## config.mk

```make
export PLATFORM = sky130hd
export DESIGN_NAME = suma_resta_display
export DESIGN_NICKNAME = d
export VERILOG_FILES = /design/src/rtl/suma_resta_display.sv
export SDC_FILE = /design/constraint.sdc
export NUM_CORES = 1
export LEC_CHECK = 0
export ABC_AREA = 1
export BUFFER_PORTS_ARGS = -buffer_cell sky130_fd_sc_hd__buf_2
export CAP_MARGIN = 20
export CELL_PAD_IN_SITES_DETAIL_PLACEMENT = 1
export CELL_PAD_IN_SITES_GLOBAL_PLACEMENT = 2
export CORE_UTILIZATION = 35
export CTS_CLUSTER_SIZE = 10
export DETAILED_ROUTE_END_ITERATION = 12
export HOLD_SLACK_MARGIN = 0.05
export PLACE_DENSITY = 0.82
export SETUP_SLACK_MARGIN = 0.05
export SLEW_MARGIN = 5
export SYNTH_ARGS = -nofsm -noshare
export SYNTH_HDL_FRONTEND = slang
export SYNTH_SLANG_ARGS = --single-unit
```

## constraint.sdc

```tcl
create_clock -name clk -period 3 [get_ports clk]
set_clock_uncertainty 0.1 [all_clocks]
set_input_delay 0.9 -clock clk [delete_from_list [all_inputs] [get_ports clk]]
set_output_delay 0.9 -clock clk [all_outputs]
set_load 0.02 [all_outputs]
```

## src/rtl/suma_resta_display.sv

```systemverilog
// Captures an adder/subtractor result, converts it to sign/tens/units by
// repeated subtraction of 10, and scans it onto a 3-digit active-low display.
module suma_resta_display #(
  parameter int REFRESH_DIV = 50000
) (
  input  logic       clk,
  input  logic       rst_n,
  input  logic       op,
  input  logic [4:0] s,
  input  logic       load,
  output logic [6:0] seg,
  output logic [2:0] an,
  output logic       busy,
  output logic       done
);

  localparam int              CW      = (REFRESH_DIV > 1) ? $clog2(REFRESH_DIV) : 1;
  localparam logic [CW-1:0]   CNT_MAX = CW'(REFRESH_DIV - 1);
  localparam logic [6:0]      SEG_BLANK = 7'b1111111;
  localparam logic [6:0]      SEG_MINUS = 7'b0111111;

  typedef enum logic {IDLE, CONV} state_t;

  state_t        state_reg, state_next;
  logic          neg_reg, neg_next;
  logic [4:0]    mag_reg, mag_next;
  logic [1:0]    tens_acc_reg, tens_acc_next;
  logic          disp_sign_reg, disp_sign_next;
  logic [1:0]    disp_tens_reg, disp_tens_next;
  logic [3:0]    disp_units_reg, disp_units_next;
  logic          done_reg, done_next;
  logic [CW-1:0] cnt_reg, cnt_next;
  logic [1:0]    scan_reg, scan_next;
  logic [6:0]    seg_reg, seg_next;

  function automatic logic [6:0] digit_code(input logic [3:0] d);
    logic [6:0] code;
    case (d)
      4'd0:    code = 7'b1000000;
      4'd1:    code = 7'b1111001;
      4'd2:    code = 7'b0100100;
      4'd3:    code = 7'b0110000;
      4'd4:    code = 7'b0011001;
      4'd5:    code = 7'b0010010;
      4'd6:    code = 7'b0000010;
      4'd7:    code = 7'b1111000;
      4'd8:    code = 7'b0000000;
      4'd9:    code = 7'b0010000;
      default: code = SEG_BLANK;
    endcase
    return code;
  endfunction

  // State and datapath registers
  always_ff @(posedge clk or negedge rst_n) begin
    if (!rst_n) begin
      state_reg      <= IDLE;
      neg_reg        <= 1'b0;
      mag_reg        <= '0;
      tens_acc_reg   <= '0;
      disp_sign_reg  <= 1'b0;
      disp_tens_reg  <= '0;
      disp_units_reg <= '0;
      done_reg       <= 1'b0;
      cnt_reg        <= '0;
      scan_reg       <= '0;
      seg_reg        <= 7'b1000000;
    end else begin
      state_reg      <= state_next;
      neg_reg        <= neg_next;
      mag_reg        <= mag_next;
      tens_acc_reg   <= tens_acc_next;
      disp_sign_reg  <= disp_sign_next;
      disp_tens_reg  <= disp_tens_next;
      disp_units_reg <= disp_units_next;
      done_reg       <= done_next;
      cnt_reg        <= cnt_next;
      scan_reg       <= scan_next;
      seg_reg        <= seg_next;
    end
  end

  // Conversion FSM
  always_comb begin
    state_next      = state_reg;
    neg_next        = neg_reg;
    mag_next        = mag_reg;
    tens_acc_next   = tens_acc_reg;
    disp_sign_next  = disp_sign_reg;
    disp_tens_next  = disp_tens_reg;
    disp_units_next = disp_units_reg;
    done_next       = 1'b0;
    case (state_reg)
      IDLE: begin
        if (load) begin
          neg_next      = op & s[4];
          // Two's-complement negate; 5'b10000 maps to 16 naturally.
          mag_next      = (op & s[4]) ? (~s + 5'd1) : s;
          tens_acc_next = '0;
          state_next    = CONV;
        end
      end
      CONV: begin
        if (mag_reg >= 5'd10) begin
          mag_next      = mag_reg - 5'd10;
          tens_acc_next = tens_acc_reg + 2'd1;
        end else begin
          disp_sign_next  = neg_reg;
          disp_tens_next  = tens_acc_reg;
          disp_units_next = mag_reg[3:0];
          done_next       = 1'b1;
          state_next      = IDLE;
        end
      end
      default: state_next = IDLE;
    endcase
  end

  // Free-running digit scan
  always_comb begin
    cnt_next  = cnt_reg + 1'b1;
    scan_next = scan_reg;
    if (cnt_reg == CNT_MAX) begin
      cnt_next  = '0;
      scan_next = (scan_reg == 2'd2) ? 2'd0 : scan_reg + 2'd1;
    end
  end

  // Segment register is loaded from next-cycle index and digits so seg stays aligned with an.
  always_comb begin
    case (scan_next)
      2'd0:    seg_next = digit_code(disp_units_next);
      2'd1:    seg_next = (disp_tens_next == 2'd0) ? SEG_BLANK : digit_code({2'b00, disp_tens_next});
      2'd2:    seg_next = disp_sign_next ? SEG_MINUS : SEG_BLANK;
      default: seg_next = SEG_BLANK;
    endcase
  end

  always_comb begin
    case (scan_reg)
      2'd0:    an = 3'b110;
      2'd1:    an = 3'b101;
      2'd2:    an = 3'b011;
      default: an = 3'b111;
    endcase
  end

  assign seg  = seg_reg;
  assign busy = (state_reg == CONV);
  assign done = done_reg;

endmodule

```

Word level (Yosys, flattened, before mapping)
Memories as Yosys holds them, arrays and structs flattened.
Cells that the tools add are included.
{ "classes": {"eq_ne": 10, "shift": 0, "div": 0, "n_reduce_logical": 5, "bitwise": 3, "magnitude_cmp": 1, "n_addsub": 5, "n_mul": 0, "muxes": 26} }
{ "ops": {"columns": ["cell", "n"], "rows": [
  ["one-hot mux 7 bit (3 select lines)", 2],
  ["adder 16 x 1 -> 16 bit, second input constant", 1],
  ["== test 16 bit, second input constant", 1],
  ["2-to-1 mux 16 bit", 1],
  ["2-to-1 mux 5 bit", 3],
  ["2-to-1 mux 7 bit", 2],
  ["2-to-1 mux 2 bit", 6],
  ["one-hot mux 5 bit (2 select lines)", 1],
  ["one-hot mux 3 bit (3 select lines)", 1],
  ["== test 2 bit, second input constant", 4],
  ["2-to-1 mux 4 bit", 2],
  ["== test 2 x 1 -> 1 bit, second input constant", 3],
  ["logical NOT 2 bit", 3],
  ["2-to-1 mux 1 bit", 6],
  ["adder 5 x 1 -> 5 bit, second input constant", 1],
  [">= comparator 5 x 4 -> 1 bit, second input constant", 1],
  ["NOT 5 bit", 1],
  ["subtractor 5 x 4 -> 5 bit, second input constant", 1],
  ["adder 2 x 1 -> 2 bit, second input constant", 2],
  ["one-hot mux 2 bit (2 select lines)", 1],
  ["AND reduction 2 bit", 2],
  ["inequality test 2 x 1 -> 1 bit, second input constant", 1],
  ["inequality test 2 bit, second input constant", 1],
  ["one-hot mux 1 bit (2 select lines)", 1],
  ["other kinds (2)", 2]
]} }
{ "word_totals": {"inputBits": 9, "elab_cells": 62, "regBits": 42, "mem_count": 1, "latch_bits": 0, "ram_bits": 0, "mem_bits_ro": 112, "output_inout_bits": 12} }
{ "mem_list": {"columns": ["name", "depth", "width", "rd", "rd_ports_with_merged_regs", "wr", "line_no", "text"], "rows": [
  ["(name not given)", 16, 7, 1, 0, 0, "38", "case (d)"]
]} }

Longest topological paths before layout
{ "depth": {"word_depth": 7, "mapped_depth": 15, "depth_no_buf": 15} }

Worst setup path before layout
OpenSTA, ideal clock, no wires.
{ "synth_path": {"path_kind": "flip-flop to flip-flop", "startpoint": "reg mag_reg[2]", "endpoint": "reg seg_reg[3] (netlist: seg[3])", "setup_slack_ps": 753, "n_path_buf": 1, "arrival_ps": 2031, "required_ps": 2784, "synth_period_minus_slack_ps": 2247, "stages_incl_launch_ff": 15, "cell_sequence": "dfrtp_1 inv_1 ha_1 inv_1 a21oi_4 nand3_4 buf_8 o21ai_2 inv_1 ha_1 nand3_1 nand2_1 nand2_1 nand2_1 nand2_1"} }
{ "synth_between": {"elab_cells_between_ends": 13, "classes_between": "order compare: 1; eq/ne: 3; mux: 7; reduce/logical: 1; memory: 1"} }
{ "synth_lines": {"columns": ["element", "line_no", "text"], "rows": [
  ["start, declared", "26", "logic [4:0] mag_reg, mag_next;"],
  ["start signal, assigned", "71", "mag_reg <= mag_next;"],
  [">= comparator 5 x 4 -> 1 bit", "104", "if (mag_reg >= 5'd10) begin"],
  ["2-to-1 mux 4 bit", "104", null],
  ["2-to-1 mux 4 bit", "93", "case (state_reg)"],
  ["via disp_units_next[0]", "30", "logic [3:0] disp_units_reg, disp_units_next;"],
  ["memory read (16 x 7 bit)", null, null],
  ["one-hot mux 7 bit (3 select lines)", "131", "case (scan_next)"],
  ["via seg_next[3]", "34", "logic [6:0] seg_reg, seg_next;"],
  ["end signal, assigned", "79", "seg_reg <= seg_next;"],
  ["end, declared", "34", null]
]} }
The timed path passes the listed nets, and every way through them passes these cells. The select of a mux whose other input is x is not followed.
A chain may end at the register's enable or synchronous reset.

Worst setup path after layout
{ "layout_path": {"startpoint": "reg cnt_reg[0]", "endpoint": "reg seg_reg[2] (netlist: seg[2])"} }
{ "layout_between": {"elab_chain_len": 4, "elab_cells_between_ends": 6, "classes_between": "eq/ne: 3; mux: 2; reduce/logical: 1"} }
{ "layout_lines": {"columns": ["element", "line_no", "text"], "rows": [
  ["start, declared", "32", "logic [CW-1:0] cnt_reg, cnt_next;"],
  ["start signal, assigned", "77", "cnt_reg <= cnt_next;"],
  ["== test 16 bit *", "123", "if (cnt_reg == CNT_MAX) begin"],
  ["2-to-1 mux 2 bit *", "123", null],
  ["via scan_next[1]", "33", "logic [1:0] scan_reg, scan_next;"],
  ["== test 2 bit, or another cell as far along", "131", null],
  ["one-hot mux 7 bit (3 select lines) *", "131", null],
  ["via seg_next[2]", "34", null]
]} }
The timed path passes the listed nets; every way through them passes the cells marked *.

==> results.md <==
- Status: finished, violations left
- Failing checks: DRC
- Routed vias: 1944
- Lkg Pwr: 1.46 nW
- CTS max path bufs: 2
- Fillers: 810
- Post-CTS resize count: 0
- # IOs: 21
- Synth async-reset ratio: 100%
- Setup TNS Final: 0 ns
- CP Max Fanout: 8
- Yosys top cell area share: 43.5%
- RSZ-0062 raised after global routing: false
- DR WL/cell: 12.8 µm
- EDFF count, synth: 0
- Synth top area cells: dfrtp_1 43%, nand2_1 11%, inv_1 8.0%, ha_1 6.9%, nor2_1 4.9%
- Tot GR Track Use: 16.9%
- Min Tclk post-route: ~2.6 ns
- Initial core utilization: between 30% and 40%
- Relative slew slack: around 72%
- Period utilization: 86.2%
- Die height: 84.1 µm
- Critical path endpoint category: register
- Clk slew on worst S/H paths: roughly 0.080 ns
- Max reg flops: 16
- Die area: 7070 µm²
- CTS buffer count: 5
- Fin. max-slew vios: 0
- Post-route antenna net violation count: 0
- Startpoint types: register
- Synthesized flop and latch total: 42
- Maximum VDD drop: 375 µV
- Share of cells above drive strength 1: roughly 15%
- Die X: 84.1 µm
- Post-Syn Area: 2360 µm²
- Vias in the first global route: 2014
- DRC: 2
- Initial drt markers: 84
- Yosys warnings: 0
- Slew of the pin with the lowest slew margin: 0.418 ns
- Grt ovf: 0
- Port buffer count: 20
- Main synth FF type: dfrtp_1
- H-tree Lvls: 2
- Clk Latency, worst-skew pair: 0.29 ns
- Syn Area/Cell: 7.89 µm²
- Data required time of the critical path: 3.09 ns
- N_diodes: 0
- P per Cell Area: 895 nW/µm²
- CTS sink cnt: 42
- GPL Wtd Cong: 0.759
- Pwr Total: 2.39 mW
- Yosys top cell by area: dfrtp_1
- Root Buffer: clkbuf_8
- Max Clk Rate: slightly below 400 MHz
- 1st-pass router iterations: 8
- Via/cell ratio: 4.81
- Syn Inst Count: roughly 300
- Min-Delay Path Class: in -> async
- CTS Hold Bufs: 0
- Critical path arrival: 2.68 ns
- Row cnt: 29
- Core area: about 6400 µm²
- Final Hold Fails: 0
- Largest net degree at the start of global routing: 19
- CTS tree: done
- Crit path kind: reg -> reg
- Setup Buffers After CTS: 0
- Synth cell types: 34
- Finish-stage setup viols: 0
- First-pass GRT wire length: 9420 µm
- Total of max-cap violations: 0
- Initial antenna violation count: 0
- Register area share after synthesis: 44.6%
- Synthesis-to-finish area growth: 12.9%
- Routed WL: 5190 µm
- Detail Placement HPWL: 4140 µm
- Syn_nets: 321
- NumNets Final: 348
-- synthesized netlist by cell type, drive strengths merged (2+ instances only) --
cell / number
nand2: 78
inv: 53
dfrtp: 41
nor2: 32
o21ai: 24
nand3: 19
ha: 13
a21oi: 10
nand4: 4
nor3: 4
nand3b: 3
o211ai: 3
xor2: 3
buf: 2
nor4: 2
o21bai: 2
-- report_power, final --
part           switching, mW  internal (mW)
registers              0.102          0.733
logic                  0.740          0.364
clock network          0.201          0.245
-- critical path, stage by stage, from the launching register on --
cell,delay [ns]
dfrtp_1,0.37
ha_1,0.17
nand2_1,0.05
inv_1,0.08
nand2_1,0.09
nor3_1,0.15
nand2_1,0.16
inv_2,0.17
nor2_1,0.05
a21oi_1,0.26
inv_1,0.13
ha_1,0.26
nor2_1,0.16
o21ai_0,0.14
inv_1,0.08
nand2_1,0.06
-- cells by family after synthesis --
| logic type | after synthesis | share of synthesized area (%) |
|---|---|---|
| fa+ha+maj | 13 | 6.89 |
| simple gates | 144 | 27.5 |
| xor+xnor | 3 | 1.11 |
| flops | 42 | 44.6 |
| buf+inv | 55 | 9.28 |
| compound gates | 42 | 10.7 |
-- routing by layer --
metal | global-route usage, % | vias up | part of all wire [%]
li1 | - | 1000 | -
met1 | 19.9 | 928 | 46
met2 | 31.1 | 9 | 51
met3 | 3.26 | 7 | 1.8
met4 | 4.70 | 0 | 1.2
met5 | 0 | - | 0
-- placed cells by master, fill, tap and decap left out, drive strengths merged, types with 2 or more instances in the layout --
cell type,Yosys,layout
a21oi,10,10
buf,2,22
clkbuf,0,5
clkinv,0,2
dfrtp,41,41
ha,13,13
inv,53,53
nand2,78,78
nand3,19,19
nand3b,3,3
nand4,4,4
nor2,32,32
nor3,4,4
nor4,2,2
o211ai,3,3
o21ai,24,24
o21bai,2,2
xor2,3,3
-- metrics by stage --
step | cells | hold slack (ns) | instance area, µm² | worst slack (ns) | utilization (%)
floorplan | 299 | 0.333 | 2360 | 0.753 | -
CTS | 404 | 0.327 | 2660 | 0.273 | 41.4
finish | 404 | 0.330 | 2660 | 0.413 | 41.5
detailed placement | 396 | 0.354 | 2550 | 0.300 | 39.7
global route | 404 | 0.331 | 2660 | 0.0739 | 41.5
global placement | 396 | 0.347 | 2550 | 0.401 | 39.7
-- cell type report --
type / instances / area [µm²] / area share, %
well taps: 77 / 96.3 / 3.62
clock inverters: 3 / 40.0 / 1.50
clock buffers: 5 / 68.8 / 2.58
multi-input cells: 202 / 1090 / 41.0
repair buffers: 22 / 115 / 4.32
inverters: 53 / 199 / 7.47
flip-flops and latches: 42 / 1050 / 39.5
-- path summary, 6_finish.rpt --
path	start	endpoint	slack [ns]	cells after the start
min in group clk	cnt_reg[0]$_DFF_PN0_	cnt_reg[0]$_DFF_PN0_	0.36	1
max in group asynchronous	rst_n	seg[6]$_DFF_PN1_	1.92	2
setup reg to reg	cnt_reg[0]$_DFF_PN0_	seg[2]$_DFF_PN0_	0.41	15
hold reg to reg	cnt_reg[0]$_DFF_PN0_	cnt_reg[0]$_DFF_PN0_	0.36	1
hold / removal	rst_n	cnt_reg[5]$_DFF_PN0_	0.33	1
setup / recovery	cnt_reg[0]$_DFF_PN0_	seg[2]$_DFF_PN0_	0.41	15
Note: power is estimated with default switching activity, not from simulation.
